`src/rtl/matmul_addr_seq.sv`:
```
// matmul_addr_seq
// Address sequencer for the matrix-multiply core. Walks the i/j/p loop nest
// of C = A*B, emitting one (A, B) operand address pair per cycle and one
// C write strobe after each dot product. All address arithmetic is
// incremental (no multipliers); overflow wraps modulo 2^AW.
module matmul_addr_seq #(
  parameter int AW = 16,
  parameter int DW = 8
) (
  input  logic          clk,
  input  logic          reset,
  input  logic          start,
  input  logic [DW-1:0] cfg_m,
  input  logic [DW-1:0] cfg_n,
  input  logic [DW-1:0] cfg_k,
  input  logic [AW-1:0] base_a,
  input  logic [AW-1:0] base_b,
  input  logic [AW-1:0] base_c,
  input  logic          stall,
  output logic [AW-1:0] addr_a,
  output logic [AW-1:0] addr_b,
  output logic          mac_valid,
  output logic          mac_first,
  output logic          mac_last,
  output logic          c_we,
  output logic [AW-1:0] addr_c,
  output logic          busy,
  output logic          done
);

  typedef enum logic [1:0] {
    IDLE  = 2'd0,
    RUN   = 2'd1,
    WRITE = 2'd2,
    DONE  = 2'd3
  } state_t;

  state_t state;

  // Latched job configuration (held for the whole job, start is ignored
  // while a job is in flight).
  logic [DW-1:0] m_reg;
  logic [DW-1:0] n_reg;
  logic [DW-1:0] k_reg;
  logic [AW-1:0] base_b_reg;

  // Loop indices of the i/j/p nest.
  logic [DW-1:0] i_reg;
  logic [DW-1:0] j_reg;
  logic [DW-1:0] p_reg;

  // Incremental address trackers:
  //   row_a = base_a + i*K  (start of the current A row)
  //   col_b = base_b + j    (top of the current B column)
  logic [AW-1:0] row_a;
  logic [AW-1:0] col_b;

  // Loop-boundary flags and zero-extended strides.
  logic          last_p;
  logic          next_p_last;
  logic          last_j;
  logic          last_i;
  logic          zero_dim;
  logic          k_is_one;
  logic [AW-1:0] stride_n;
  logic [AW-1:0] stride_k;
  logic [AW-1:0] next_row_a;
  logic [AW-1:0] next_col_b;

  // Boundary detection and next-address arithmetic for the loop nest.
  always_comb begin
    last_p      = (p_reg == (k_reg - DW'(1)));
    next_p_last = ((p_reg + DW'(1)) == (k_reg - DW'(1)));
    last_j      = (j_reg == (n_reg - DW'(1)));
    last_i      = (i_reg == (m_reg - DW'(1)));
    zero_dim    = (cfg_m == '0) || (cfg_n == '0) || (cfg_k == '0);
    k_is_one    = (k_reg == DW'(1));
    stride_n    = AW'(n_reg);
    stride_k    = AW'(k_reg);
    next_row_a  = row_a + stride_k;
    next_col_b  = col_b + AW'(1);
  end

  // Sequencer FSM with registered outputs. Every output only changes on
  // an advancing edge, so a stalled cycle leaves them all untouched.
  always_ff @(posedge clk or posedge reset) begin
    if (reset) begin
      state      <= IDLE;
      m_reg      <= '0;
      n_reg      <= '0;
      k_reg      <= '0;
      base_b_reg <= '0;
      i_reg      <= '0;
      j_reg      <= '0;
      p_reg      <= '0;
      row_a      <= '0;
      col_b      <= '0;
      addr_a     <= '0;
      addr_b     <= '0;
      addr_c     <= '0;
      mac_valid  <= 1'b0;
      mac_first  <= 1'b0;
      mac_last   <= 1'b0;
      c_we       <= 1'b0;
      busy       <= 1'b0;
      done       <= 1'b0;
    end else begin
      case (state)
        IDLE: begin
          done <= 1'b0;
          if (start) begin
            m_reg      <= cfg_m;
            n_reg      <= cfg_n;
            k_reg      <= cfg_k;
            base_b_reg <= base_b;
            i_reg      <= '0;
            j_reg      <= '0;
            p_reg      <= '0;
            row_a      <= base_a;
            col_b      <= base_b;
            if (zero_dim) begin
              // Empty job: report completion without touching memory.
              state <= DONE;
              done  <= 1'b1;
            end else begin
              state     <= RUN;
              busy      <= 1'b1;
              mac_valid <= 1'b1;
              mac_first <= 1'b1;
              mac_last  <= (cfg_k == DW'(1));
              addr_a    <= base_a;
              addr_b    <= base_b;
              addr_c    <= base_c;
            end
          end
        end

        RUN: begin
          if (!stall) begin
            if (!last_p) begin
              // Next term of the dot product: walk A along the row and
              // B down the column.
              p_reg     <= p_reg + DW'(1);
              addr_a    <= addr_a + AW'(1);
              addr_b    <= addr_b + stride_n;
              mac_first <= 1'b0;
              mac_last  <= next_p_last;
            end else begin
              state     <= WRITE;
              mac_valid <= 1'b0;
              mac_first <= 1'b0;
              mac_last  <= 1'b0;
              c_we      <= 1'b1;
            end
          end
        end

        WRITE: begin
          if (!stall) begin
            c_we   <= 1'b0;
            addr_c <= addr_c + AW'(1);
            p_reg  <= '0;
            if (!last_j) begin
              // Next column of the same row: rewind A to the row start,
              // move B one column right.
              j_reg     <= j_reg + DW'(1);
              col_b     <= next_col_b;
              addr_a    <= row_a;
              addr_b    <= next_col_b;
              state     <= RUN;
              mac_valid <= 1'b1;
              mac_first <= 1'b1;
              mac_last  <= k_is_one;
            end else if (!last_i) begin
              // Next row: advance A by K, restart B at its first column.
              i_reg     <= i_reg + DW'(1);
              j_reg     <= '0;
              row_a     <= next_row_a;
              col_b     <= base_b_reg;
              addr_a    <= next_row_a;
              addr_b    <= base_b_reg;
              state     <= RUN;
              mac_valid <= 1'b1;
              mac_first <= 1'b1;
              mac_last  <= k_is_one;
            end else begin
              state <= DONE;
              busy  <= 1'b0;
              done  <= 1'b1;
            end
          end
        end

        DONE: begin
          // start is deliberately not sampled here.
          done  <= 1'b0;
          state <= IDLE;
        end

        default: begin
          state <= IDLE;
        end
      endcase
    end
  end

endmodule

```
`config.mk`:
```
export PLATFORM = sky130hd
export DESIGN_NAME = matmul_addr_seq
export DESIGN_NICKNAME = d
export VERILOG_FILES = /design/src/rtl/matmul_addr_seq.sv
export SDC_FILE = /design/constraint.sdc
export NUM_CORES = 1
export LEC_CHECK = 0
export ABC_AREA = 1
export ABC_CLOCK_PERIOD_IN_PS = 6800
export CORE_AREA = 2 2 195 197
export DETAILED_ROUTE_END_ITERATION = 10
export DIE_AREA = 0 0 197 199
export GPL_TIMING_DRIVEN = 0
export PLACE_DENSITY = 0.52
export SYNTH_ARGS = -nofsm -noshare
export SYNTH_HDL_FRONTEND = slang
export SYNTH_SLANG_ARGS = --single-unit
export TNS_END_PERCENT = 5
```
`constraint.sdc`:
```
create_clock -name clk -period 6.8 [get_ports clk]
set_input_delay 2.04 -clock clk [delete_from_list [all_inputs] [get_ports clk]]
set_output_delay 2.04 -clock clk [all_outputs]
set_load 0.05 [all_outputs]
```
-- After elaboration in Yosys (flattened, before gate mapping)
Index checks and enable logic that the tools add are counted.
- bits in registers: 152
- input port bits: 76
- output and inout port bits: 54
- add/subtract/negate cells: 11
- equal/unequal tests: 19
- mux-type cells: 78
- reductions and logical operators: 22
- operators with widths (cell ; count):
    $mux 16 ; 21
    $pmux 16 s2 ; 3
    $pmux 16 s3 ; 2
    $mux 8 ; 10
    $add 16x1->16 const B ; 3
    $add 16x8->16 ; 2
    $eq 8x8->1 ; 4
    $pmux 8 s2 ; 2
    $mux 1 ; 25
    $add 8x1->8 const B ; 3
    $logic_not 8->1 ; 3
    $pmux 8 s3 ; 1
    $sub 8x1->8 const B ; 3
    $reduce_and 4->1 ; 5
    $ne 2x2->1 const B ; 9
    $eq 8x1->1 const B ; 2
    $mux 2 ; 7
    $reduce_and 7->1 ; 2
    $pmux 1 s3 ; 4
    $reduce_and 6->1 ; 2
    $reduce_and 5->1 ; 2
    $pmux 2 s4 ; 1
    $reduce_bool 3->1 ; 2
    $eq 2x2->1 const B ; 2
    7 further kinds ; 10

-- Longest topological paths before layout
Gate-level depths: netlist (run 1).
- depth in word-level cells: 6
- depth in mapped cells: 17
- gate-level depth less buffers: 16

-- Worst setup path before layout (run 1)
No wires, ideal clock.
- kind: input port to flip-flop
- from: input stall
- to: register addr_b[8]
- arrival time: 3298 ps
- data required time: 6734 ps
- path slack: 3435 ps
- stages on the path: 11
- buffers on the path: 1
- cells stage by stage: nand2_1 > o21ai_1 > inv_1 > nand2_1 > or2_2 > a21oi_1 > nand2_2 > nor2_2 > buf_6 > nand3_1 > nand2_1
- longest elaborated chain between the ends: 2
- ends and longest elaborated chain (what ; RTL line ; text):
    from (decl) ; 19 ; input logic stall,
    $ne 2x2->1 (no source line) ; -- ;
    $reduce_and 7->1 (no source line) (*) ; -- ;
    to (signal assigned) ; 132 ; addr_b <= base_b;
    to (signal assigned) ; 145 ; addr_b <= addr_b + stride_n;
    to (signal assigned) ; 169 ; addr_b <= next_col_b;
    to (decl) ; 21 ; output logic [AW-1:0] addr_b,
Mark *: on every way between the ends. The rest lies on a longest branch, timed or not.
A chain may end at the register's enable or synchronous reset.

-- Final worst setup path (run 1)
- from: input stall
- to: register addr_b[7]
The elaborated chain is that of the path after synthesis.

==> results.md, run 1 <==
* FF/Latch Area at about 0.0038 mm²
* Fin. max-slew vios at 0
* Util after Layout at approximately 37%
* CP startpoint: stall
* Overflow after GRT at 0
* Clock root buffer: clkbuf_16
* VDD IR max at roughly 0.00025 V
* Detailed Route Iter0 Violations at roughly 860
* #FFs+latches synth at approximately 150
* Vias per Instance at around 5
* Worst setup SP type: input port
* Pwr dens at 547 mW/mm²
* Final setup TNS at 0 ps
* Sequential-to-total area share from yosys stat at approximately a third
* Worst hold slack at between 400 and 500 ps
* Row count at a little over 70
* DRT Wirelength at around 41000 µm
* Via count at 11500
* WP buf/inv at 3
* Total track usage at 21.4%
* Max Fclk at roughly 260 MHz
* Fin. Hold Viols at 0
* Worst Hold Path EP: base_b_reg[2]
* Worst-path fanout max at 10
* Syn Nets at 1768
* # IOs at 130
* Worst hold path type: reg2reg
* Most frequent CP cell: nand2_1
* Resize count post-CTS at 0
* Commonest cells after routing, fill and taps aside: nand2_1 (517), inv_1 (176), nand3_1 (174), nor2_1 (168), dfrtp_1 (152)
* DRT Pass-1 Iters at 5
* Yosys cell types at 42
* Vias in the first global route at 10900
* Multi-input gate area at between 0.006 and 0.007 mm²
* Min-delay src: base_b_reg[2]
* Hold buffers post-CTS at 0
* Clock latency on the worst-skew pair at ~450 ps
* Crit Reg-Reg Startpoint: state[1]
* Initial Utilization at between 20 and 30%
* CP Cell Sequence: clkdlybuf4s50_1 -> nand2_1 -> o21ai_1 -> inv_1 -> nand2_1 -> or2_2 -> a21oi_1 -> nand2_2 -> nor2_2 -> buf_6 -> nand3_1 -> nand2_1
* CP Class: in2reg
* Syn_area_per_cell at between 6 and 7 µm²
* Setup crit end kind: register
* Clock Path Buffers at 2
* Worst path max stage delay at approximately 500 ps
* Setup ws final at slightly below 3000 ps
* Minimum clock period at between 3000 and 4000 ps
* Die Y at about 200 µm
* Post-synth EDFFs at 0
* Layout net count at 1917
* First-pass GRT wire length at between 60000 and 70000 µm
* Fin crit share at between 50% and 60%
* Largest net degree at the start of global routing at between 80 and 90
* Area grow syn2layout at 23.2%
* Syn Inst Count at around 1700
* CTS sink cnt at around 150
* Hold Path Cell Cnt at 2
* Die extent in x at a little under 200 µm
* Drt wl/cell at approximately 18 µm
* Unrepaired setup endpoints after global routing: no
* Initial antenna violation count at 1
* ANT cells at 0
* Fillers at 3992
* Core area at about 0.037 mm²
* Post-Syn Area at roughly 0.011 mm²
* FFs w/ async S/R, synth at 100%
* R2R Path End: p_reg[4]
* Die area at 0.0392 mm²
* Slew @ Worst Pin at 1060 ps
* Clock-pin slew on the worst setup and hold paths at 60 ps
* Htree depth at 4
* P_leak at between 6 and 7 nW
* Post-route ant nets at 0
* Share of layout cells above drive strength 1 at 5.82%
* IO buf count at 129
* Arr. time, crit path at about 4300 ps
* Commonest non-fill, non-tap cell in the layout: nand2_1
* Routability-driven placement congestion ratio at approximately 0.92
* CTS buffer count at 17
* Pre-CTS setup slack at roughly 2400 ps
* Max Cap Violations at 0
* Yosys warnings at 0
* Synth Flop Type: dfrtp_1
* CTS tree: yes
* Slew Limit Headroom at 29.6%
* DP HPWL at around 31000 µm
* Number of setup buffers added after CTS at 0
* Crit-path slowest cell: clkdlybuf4s50_1
* # setup viols final at 0
* DRC at 0
* CP top delay family: simple AND/OR/NAND/NOR gates
* Status: finished clean
* Worst Skew at 9.19 ps
* Crit path required time at between 7000 and 8000 ps
* Worst reg-to-reg setup slack at roughly 3800 ps
* Reg2Reg Depth at 6
-- metal layers --
| metal | part of all wire, % | GRT usage (%) | vias up |
|---|---|---|---|
| li1 | - | - | 5663 |
| met1 | 45 | 27.9 | 5442 |
| met2 | 48 | 36.6 | 333 |
| met3 | 4.9 | 2.92 | 59 |
| met4 | 2.4 | 6.82 | 0 |
| met5 | 0 | 0 | - |
-- per-stage QoR --
| stage | power, mW | cell area, µm² | cells |
|---|---|---|---|
| 3_5_place_dp | 6.35 | 13000 | 2263 |
| 5_1_grt | 8.05 | 13600 | 2295 |
| 2_1_floorplan | 4.82 | 11000 | 1659 |
| 3_3_place_gp | 6.30 | 12900 | 2262 |
| 4_1_cts | 7.46 | 13600 | 2295 |
| 6_report | 7.45 | 13600 | 2295 |
-- Yosys cell counts, types with 5 or more instances --
cell / count / share of area [%]
nand2_1: 517 / 18
inv_1: 177 / 6.0
nand3_1: 174 / 7.9
nor2_1: 168 / 5.7
dfrtp_1: 152 / 34
o21ai_0: 102 / 4.6
a21oi_1: 51 / 2.3
xor2_1: 42 / 3.3
clkbuf_1: 31 / 1.1
ha_1: 31 / 3.5
nor3_1: 26 / 1.2
nand4_1: 22 / 1.2
o21ai_2: 16 / 1.3
o21ai_1: 15 / 0.68
nand3b_1: 14 / 0.95
or2_2: 10 / 0.57
xnor2_1: 10 / 0.79
buf_2: 9 / 0.41
o22ai_1: 9 / 0.51
a31oi_1: 7 / 0.40
buf_1: 7 / 0.24
buf_6: 7 / 0.71
nor2_2: 7 / 0.40
nor4_1: 7 / 0.40
o211ai_1: 7 / 0.48
mux2_2: 6 / 0.61
a21o_1: 5 / 0.34
inv_2: 5 / 0.17
-- how the worst max path moves through the flow --
stage,to,cells past startpoint,slack [ps]
3_5_place_dp,addr_c[8],7,2430
4_1_cts,addr_a[3],1,2910
5_1_grt,addr_c[2],7,2760
6_report,addr_b[7],12,2910
3_3_place_gp,addr_c[12],2,-2160
2_1_floorplan,addr_a[0],1,670
-- layout make-up --
class,instances,share of cell area (%)
multi-input combinational,1268,46.0
sequential,152,28.0
timing repair buffer,130,9.69
inverter,182,5.08
tap,474,4.36
clock buffer,19,3.33
buffer,57,2.12
clock inverter,13,1.43
-- logic make-up (layout without fill, tap and decap cells) --
| group | count (synthesis) | after routing | synth area share, % |
|---|---|---|---|
| AND/OR/NAND/NOR | 958 | 958 | 37.0 |
| AO/OA/AOI/OAI | 218 | 218 | 11.1 |
| buffers and inverters | 239 | 401 | 8.81 |
| multiplexers | 7 | 7 | 0.703 |
| XOR/XNOR | 52 | 52 | 4.13 |
| adder cells (fa/ha/maj) | 33 | 33 | 3.88 |
| flip-flops | 152 | 152 | 34.5 |
-- worst reg2reg max path, stage by stage, from the launching register on --
cell	delay, ps
dfrtp_1	410
inv_1	180
ha_1	310
clkbuf_1	570
buf_1	730
nand3_1	420
o22ai_1	270
-- report_power, final --
group | internal, mW | total, mW | switching, mW
clock | 0.639 | 1.08 | 0.442
sequential | 1.31 | 1.79 | 0.485
combinational | 1.49 | 4.58 | 3.09
total | 3.43 | 7.45 | 4.02
No activity file was read; power rests on OpenSTA's default activity.
==> inputs of run 2 (changes only) <==
--- a/config.mk
+++ b/config.mk
@@ -6,12 +6,12 @@
 export NUM_CORES = 1
 export LEC_CHECK = 0
 export ABC_AREA = 1
-export ABC_CLOCK_PERIOD_IN_PS = 6800
+export ABC_CLOCK_PERIOD_IN_PS = 3300
 export CORE_AREA = 2 2 195 197
 export DETAILED_ROUTE_END_ITERATION = 10
 export DIE_AREA = 0 0 197 199
 export GPL_TIMING_DRIVEN = 0
-export PLACE_DENSITY = 0.52
+export PLACE_DENSITY = 0.54
 export SYNTH_ARGS = -nofsm -noshare
 export SYNTH_HDL_FRONTEND = slang
 export SYNTH_SLANG_ARGS = --single-unit
==> constraint.sdc (replaced) <==
create_clock -name clk -period 3.3 [get_ports clk]
set_input_delay 0.99 -clock clk [delete_from_list [all_inputs] [get_ports clk]]
set_output_delay 0.99 -clock clk [all_outputs]
set_load 0.05 [all_outputs]
==> results.md, run 2 (synthesized netlist as in run 1, its figures left out) <==
* ANT cells at 0 (unchanged)
* Max Cap Violations at 0 (unchanged)
* Post-route ant nets at 0 (unchanged)
* Clock Path Buffers at 2 (unchanged)
* Max Fclk at approximately 340 MHz
* Worst hold path type: reg2reg
* Fin. max-slew vios at 0 (unchanged)
* Status: finished clean
* Crit Reg-Reg Startpoint: state[1]
* Resize count post-CTS at 0 (unchanged)
* Slew @ Worst Pin at 1010 ps (-44.0 ps)
* Clock-pin slew on the worst setup and hold paths at 70 ps (about the same)
* Crit path required time at 3660 ps (-3530 ps)
* First-pass GRT wire length at 63800 µm (+0.47%)
* Vias per Instance at 5.01 (about the same)
* Overflow after GRT at 0 (unchanged)
* P_leak at 6.53 nW (-0.29%)
* Vias in the first global route at 11200 (+2.7%)
* Clock latency on the worst-skew pair at 460 ps (about the same)
* Layout net count at 1920 (+0.16%)
* Fin crit share at about nine tenths
* # IOs at 130 (unchanged)
* Worst-path fanout max at 10 (unchanged)
* DRC at 0 (unchanged)
* Total track usage at 21.4% (+0.025 points)
* Drt wl/cell at 17.8 µm (-1.0%)
* Unrepaired setup endpoints after global routing: no
* CTS buffer count at 17 (unchanged)
* Util after Layout at 36.6% (about the same)
* Worst Skew at 18.6 ps (+9.45 ps)
* Arr. time, crit path at 3300 ps (-980 ps)
* Commonest cells after routing, fill and taps aside: nand2_1 (517), inv_1 (176), nand3_1 (174), nor2_1 (168), dfrtp_1 (152)
* Die area at 0.0392 mm² (unchanged)
* Die extent in x at 197 µm (unchanged)
* Row count at 71 (unchanged)
* Htree depth at 4 (unchanged)
* CTS sink cnt at 152 (unchanged)
* Fin. Hold Viols at 0 (unchanged)
* Setup crit end kind: register
* Largest net degree at the start of global routing at 39 (-53%)
* VDD IR max at 0.000586 V (+130%)
* Commonest non-fill, non-tap cell in the layout: nand2_1
* Initial Utilization at 29.7% (unchanged)
* DRT Pass-1 Iters at 6 (+1)
* Area grow syn2layout at 23.2% (about the same)
* IO buf count at 129 (unchanged)
* Via count at 11500 (+0.078%)
* Routability-driven placement congestion ratio at 0.910 (-0.99%)
* CP startpoint: state[1]
* Die Y at 199 µm (unchanged)
* Initial antenna violation count at 0 (-1)
* Worst setup SP type: register
* Core area at 0.0371 mm² (unchanged)
* Min-delay src: base_b_reg[5]
* Number of setup buffers added after CTS at 0 (unchanged)
* DRT Wirelength at 40900 µm (-0.91%)
* Hold buffers post-CTS at 0 (unchanged)
* CTS tree: yes
* Minimum clock period at approximately 2900 ps
* Pwr dens at 1110 mW/mm² (+100%)
* Detailed Route Iter0 Violations at 788 (-8.1%)
* Slew Limit Headroom at 32.5% (+2.9 points)
* Final setup TNS at 0 ps (unchanged)
* # setup viols final at 0 (unchanged)
* Share of layout cells above drive strength 1 at 5.92% (+0.10 points)
* Clock root buffer: clkbuf_16
* DP HPWL at 31600 µm (+1.0%)
* CP Class: reg2reg
[run 2: cell count changes in the layout (fill, tap and decap cells not counted)]
cell	before	now
clkinv_4	5	2
bufinv_16	4	2
inv_6	2	3
inv_8	1	0
clkbuf_1	31	32
clkinvlp_4	1	6
clkbuf_8	2	1
buf_12	0	3
[run 2: layout make-up]
| class | count | area [µm²] |
|---|---|---|
| plain buffers | 57 | 289 |
| inverters | 182 | 687 |
| well taps | 474 | 593 |
| fillers | 4035 | 23500 |
| flip-flops and latches | 152 | 3800 |
| clock buffers | 19 | 443 |
| repair buffers | 133 | 1380 |
| clock inverters | 13 | 146 |
| multi-input cells | 1268 | 6260 |
[run 2: critical path: stages (launching register included)]
cell      delay (ps)
dfrtp_1          420
inv_1            170
ha_1             310
clkbuf_1         540
buf_1            740
nand3_1          400
o22ai_1          270
[run 2: path summary, 6_finish.rpt]
check	to	slack (ps)	depth (start not counted)
setup / recovery	p_reg[4]	360	6
hold reg to reg	base_b_reg[5]	490	2
max in group asynchronous	addr_a[15]	1520	4
hold / removal	base_b_reg[5]	490	2
setup reg to reg	p_reg[4]	360	6
min in group asynchronous	n_reg[5]	970	2
[run 2: stage by stage]
stage	total power [mW]	hold slack [ps]	area [µm²]	setup WS [ps]	std cells
floorplan	9.93	453	11000	393	1659
global placement	13.0	468	12900	-1280	2262
detailed placement	13.1	474	13000	17.0	2266
CTS	15.2	492	13600	426	2298
global route	16.4	508	13600	212	2298
finish	15.2	487	13600	359	2298
[run 2: report_power, final]
part / internal [mW] / switching (mW)
sequential: 2.69 / 0.996
combinational: 3.07 / 6.35
clock: 1.14 / 0.907
[run 2: layer usage]
layer	wire (µm)	share of wire, %	vias to the layer above	GRT usage, %
met5	0	0	-	0
met4	1070	2.6	0	6.91
met3	2150	5.3	55	3.17
met2	19500	48	354	36.8
met1	18200	45	5435	27.6
li1	-	-	5662	-
==> inputs of run 3 (changes only) <==
--- a/config.mk
+++ b/config.mk
@@ -6,12 +6,12 @@
 export NUM_CORES = 1
 export LEC_CHECK = 0
 export ABC_AREA = 1
-export ABC_CLOCK_PERIOD_IN_PS = 3300
+export ABC_CLOCK_PERIOD_IN_PS = 3050
 export CORE_AREA = 2 2 195 197
 export DETAILED_ROUTE_END_ITERATION = 10
 export DIE_AREA = 0 0 197 199
 export GPL_TIMING_DRIVEN = 0
-export PLACE_DENSITY = 0.54
+export PLACE_DENSITY = 0.52
 export SYNTH_ARGS = -nofsm -noshare
 export SYNTH_HDL_FRONTEND = slang
 export SYNTH_SLANG_ARGS = --single-unit
==> constraint.sdc (replaced) <==
create_clock -name clk -period 3.05 [get_ports clk]
set_input_delay 0.915 -clock clk [delete_from_list [all_inputs] [get_ports clk]]
set_output_delay 0.915 -clock clk [all_outputs]
set_load 0.05 [all_outputs]
==> results.md, run 3 (synthesized netlist as in run 1, its figures left out) <==
* Multi-input gate area at 0.00627 mm² (about the same)
* Row count at 71 (unchanged)
* Clock root buffer: clkbuf_16
* Fin. Hold Viols at 0 (unchanged)
* Unrepaired setup endpoints after global routing: no
* Vias per Instance at 5.02 (+0.27%)
* Fin area at 0.0136 mm² (about the same)
* Fin. max-slew vios at 0 (unchanged)
* CP Class: in2reg
* FF/Latch Area at 0.00380 mm² (unchanged)
* Detailed Route Iter0 Violations at 927 (+18%)
* Die Y at 199 µm (unchanged)
* Clock Path Buffers at 2 (unchanged)
* CTS sink cnt at 152 (unchanged)
* Max Cap Violations at 0 (unchanged)
* Crit path required time at 3440 ps (-220 ps)
* First-pass GRT wire length at 63800 µm (unchanged)
* Worst setup SP type: input port
* Fin crit share at between 90 and 100%
* Layout net count at 1922 (+0.10%)
* Commonest cells after routing, fill and taps aside: nand2_1 (517), inv_1 (176), nand3_1 (174), nor2_1 (168), dfrtp_1 (152)
* CTS tree: yes
* Max Fclk at ~350 MHz
* Highest routed layer: met5
* Worst hold path type: reg2reg
* Fillers at 4040 (+0.12%)
* ANT cells at 0 (unchanged)
* Setup crit end kind: register
* Overflow after GRT at 0 (unchanged)
* Final setup TNS at 0 ps (unchanged)
* IO buf count at 129 (unchanged)
* Status: finished clean
* Drt wl/cell at 18.0 µm (+1.1%)
* Largest net degree at the start of global routing at 38 (-2.6%)
* Worst Skew at 21.1 ps (+2.47 ps)
* Crit-path slowest cell: clkdlybuf4s50_1
* Area grow syn2layout at 23.2% (about the same)
* Core area at 0.0371 mm² (unchanged)
* Met2 wire len at 19800 µm (+1.9%)
* Initial antenna violation count at 2 (+2)
* Post-route ant nets at 0 (unchanged)
* # IOs at 130 (unchanged)
* Share of layout cells above drive strength 1 at 6.02% (+0.10 points)
* Htree depth at 4 (unchanged)
* Slew @ Worst Pin at 1050 ps (+34.5 ps)
* Pwr dens at 1200 mW/mm² (+8.0%)
* CTS buffer count at 17 (unchanged)
* # setup viols final at 0 (unchanged)
* DRT Pass-1 Iters at 5 (-1)
* VDD IR max at 0.000538 V (-8.3%)
* Total power draw at 16.4 mW (+7.9%)
* Clock latency on the worst-skew pair at 460 ps (about the same)
* Worst-path fanout max at 10 (unchanged)
* Hold buffers post-CTS at 0 (unchanged)
* DP HPWL at 31800 µm (+0.59%)
* CP Cell Sequence: clkdlybuf4s50_1 -> o21ai_1 -> inv_1 -> nand2_1 -> or2_2 -> a21oi_1 -> nand2_2 -> nor2_2 -> buf_6 -> nand3_1 -> nand2_1
* Worst path max stage delay at 590 ps (-150 ps)
* Commonest non-fill, non-tap cell in the layout: nand2_1
* Via count at 11500 (+0.36%)
* Arr. time, crit path at 3220 ps (-80 ps)
* P_leak at 6.53 nW (about the same)
* Post-DP Area at 0.0130 mm² (about the same)
* Total track usage at 21.5% (+0.084 points)
* Initial Utilization at 29.7% (unchanged)
* Slew Limit Headroom at 30.2% (-2.3 points)
* Most frequent CP cell: nand2_1
* Vias in the first global route at 11000 (-1.6%)
* Die area at 0.0392 mm² (unchanged)
* Wire length on met1 at 18100 µm (-0.76%)
* Clock-pin slew on the worst setup and hold paths at 70 ps (about the same)
* DRC at 0 (unchanged)
* Routed wl met3 at 2400 µm (+12%)
* Die extent in x at 197 µm (unchanged)
* Minimum clock period at approximately 2800 ps
* Routability-driven placement congestion ratio at 0.918 (+0.80%)
* DRT Wirelength at 41400 µm (+1.2%)
* Worst hold slack at 484 ps (-3.90 ps)
run 3: changes by cell type in the layout (fill, tap and decap cells not counted), sizes merged:
cell,delta
inv,-3
bufinv,-1
clkinvlp,-1
clkbuf,+5
buf,-1
clkinv,+3
run 3: path summary, 6_finish.rpt:
check                      startpoint    endpoint  slack (ps)  cells after the start
max                             start   addr_b[6]         220                     11
min                         mac_first   mac_first         480                      2
max reg2reg                  state[0]   addr_c[1]         280                      9
min reg2reg                 mac_first   mac_first         480                      2
max in group asynchronous       reset  addr_c[13]        1130                      5
min in group asynchronous       reset    n_reg[4]         870                      2
run 3: report_power, final:
part	switching, mW	internal (mW)	total [mW]
combinational	6.92	3.33	10.3
clock	0.951	1.14	2.09
sequential	1.10	2.91	4.01
total	8.97	7.39	16.4
run 3: layout make-up:
| type | count | share of cell area [%] |
|---|---|---|
| clock buffers | 21 | 3.31 |
| multi-input cells | 1268 | 46.1 |
| clock inverters | 11 | 0.745 |
| repair buffers | 135 | 10.3 |
| flip-flops and latches | 152 | 28.0 |
| plain buffers | 57 | 2.17 |
| well taps | 474 | 4.36 |
| inverters | 182 | 5.05 |
run 3: per-stage QoR:
step / std cells / setup slack (ps) / util [%]
floorplan: 1659 / 218 / -
global route: 2300 / 16.0 / 36.6
finish: 2300 / 223 / 36.6
CTS: 2299 / 116 / 36.6
detailed placement: 2267 / -198 / 35.1
global placement: 2262 / -1460 / 34.8
run 3: metal layers:
layer  GRT usage (%)  vias up
met1            27.5     5456
met2            37.1      364
met4            7.02        2
met3            3.34       62
met5               0        -
li1                -     5663
run 3: worst max-delay path, delay by kind of cell:
kind,cells,cell delay (ps)
buffers and inverters,3,880
AOI/OAI and AO/OA,2,370
and+or+nand+nor,6,1060
run 3: what timing repair did:
action | in CTS | in global routing
buffers inserted | 0 | 1
hold endpoints to repair | 0 | 0
endpoints found under the setup margin | 0 | 59
gates resized for setup | 0 | 5
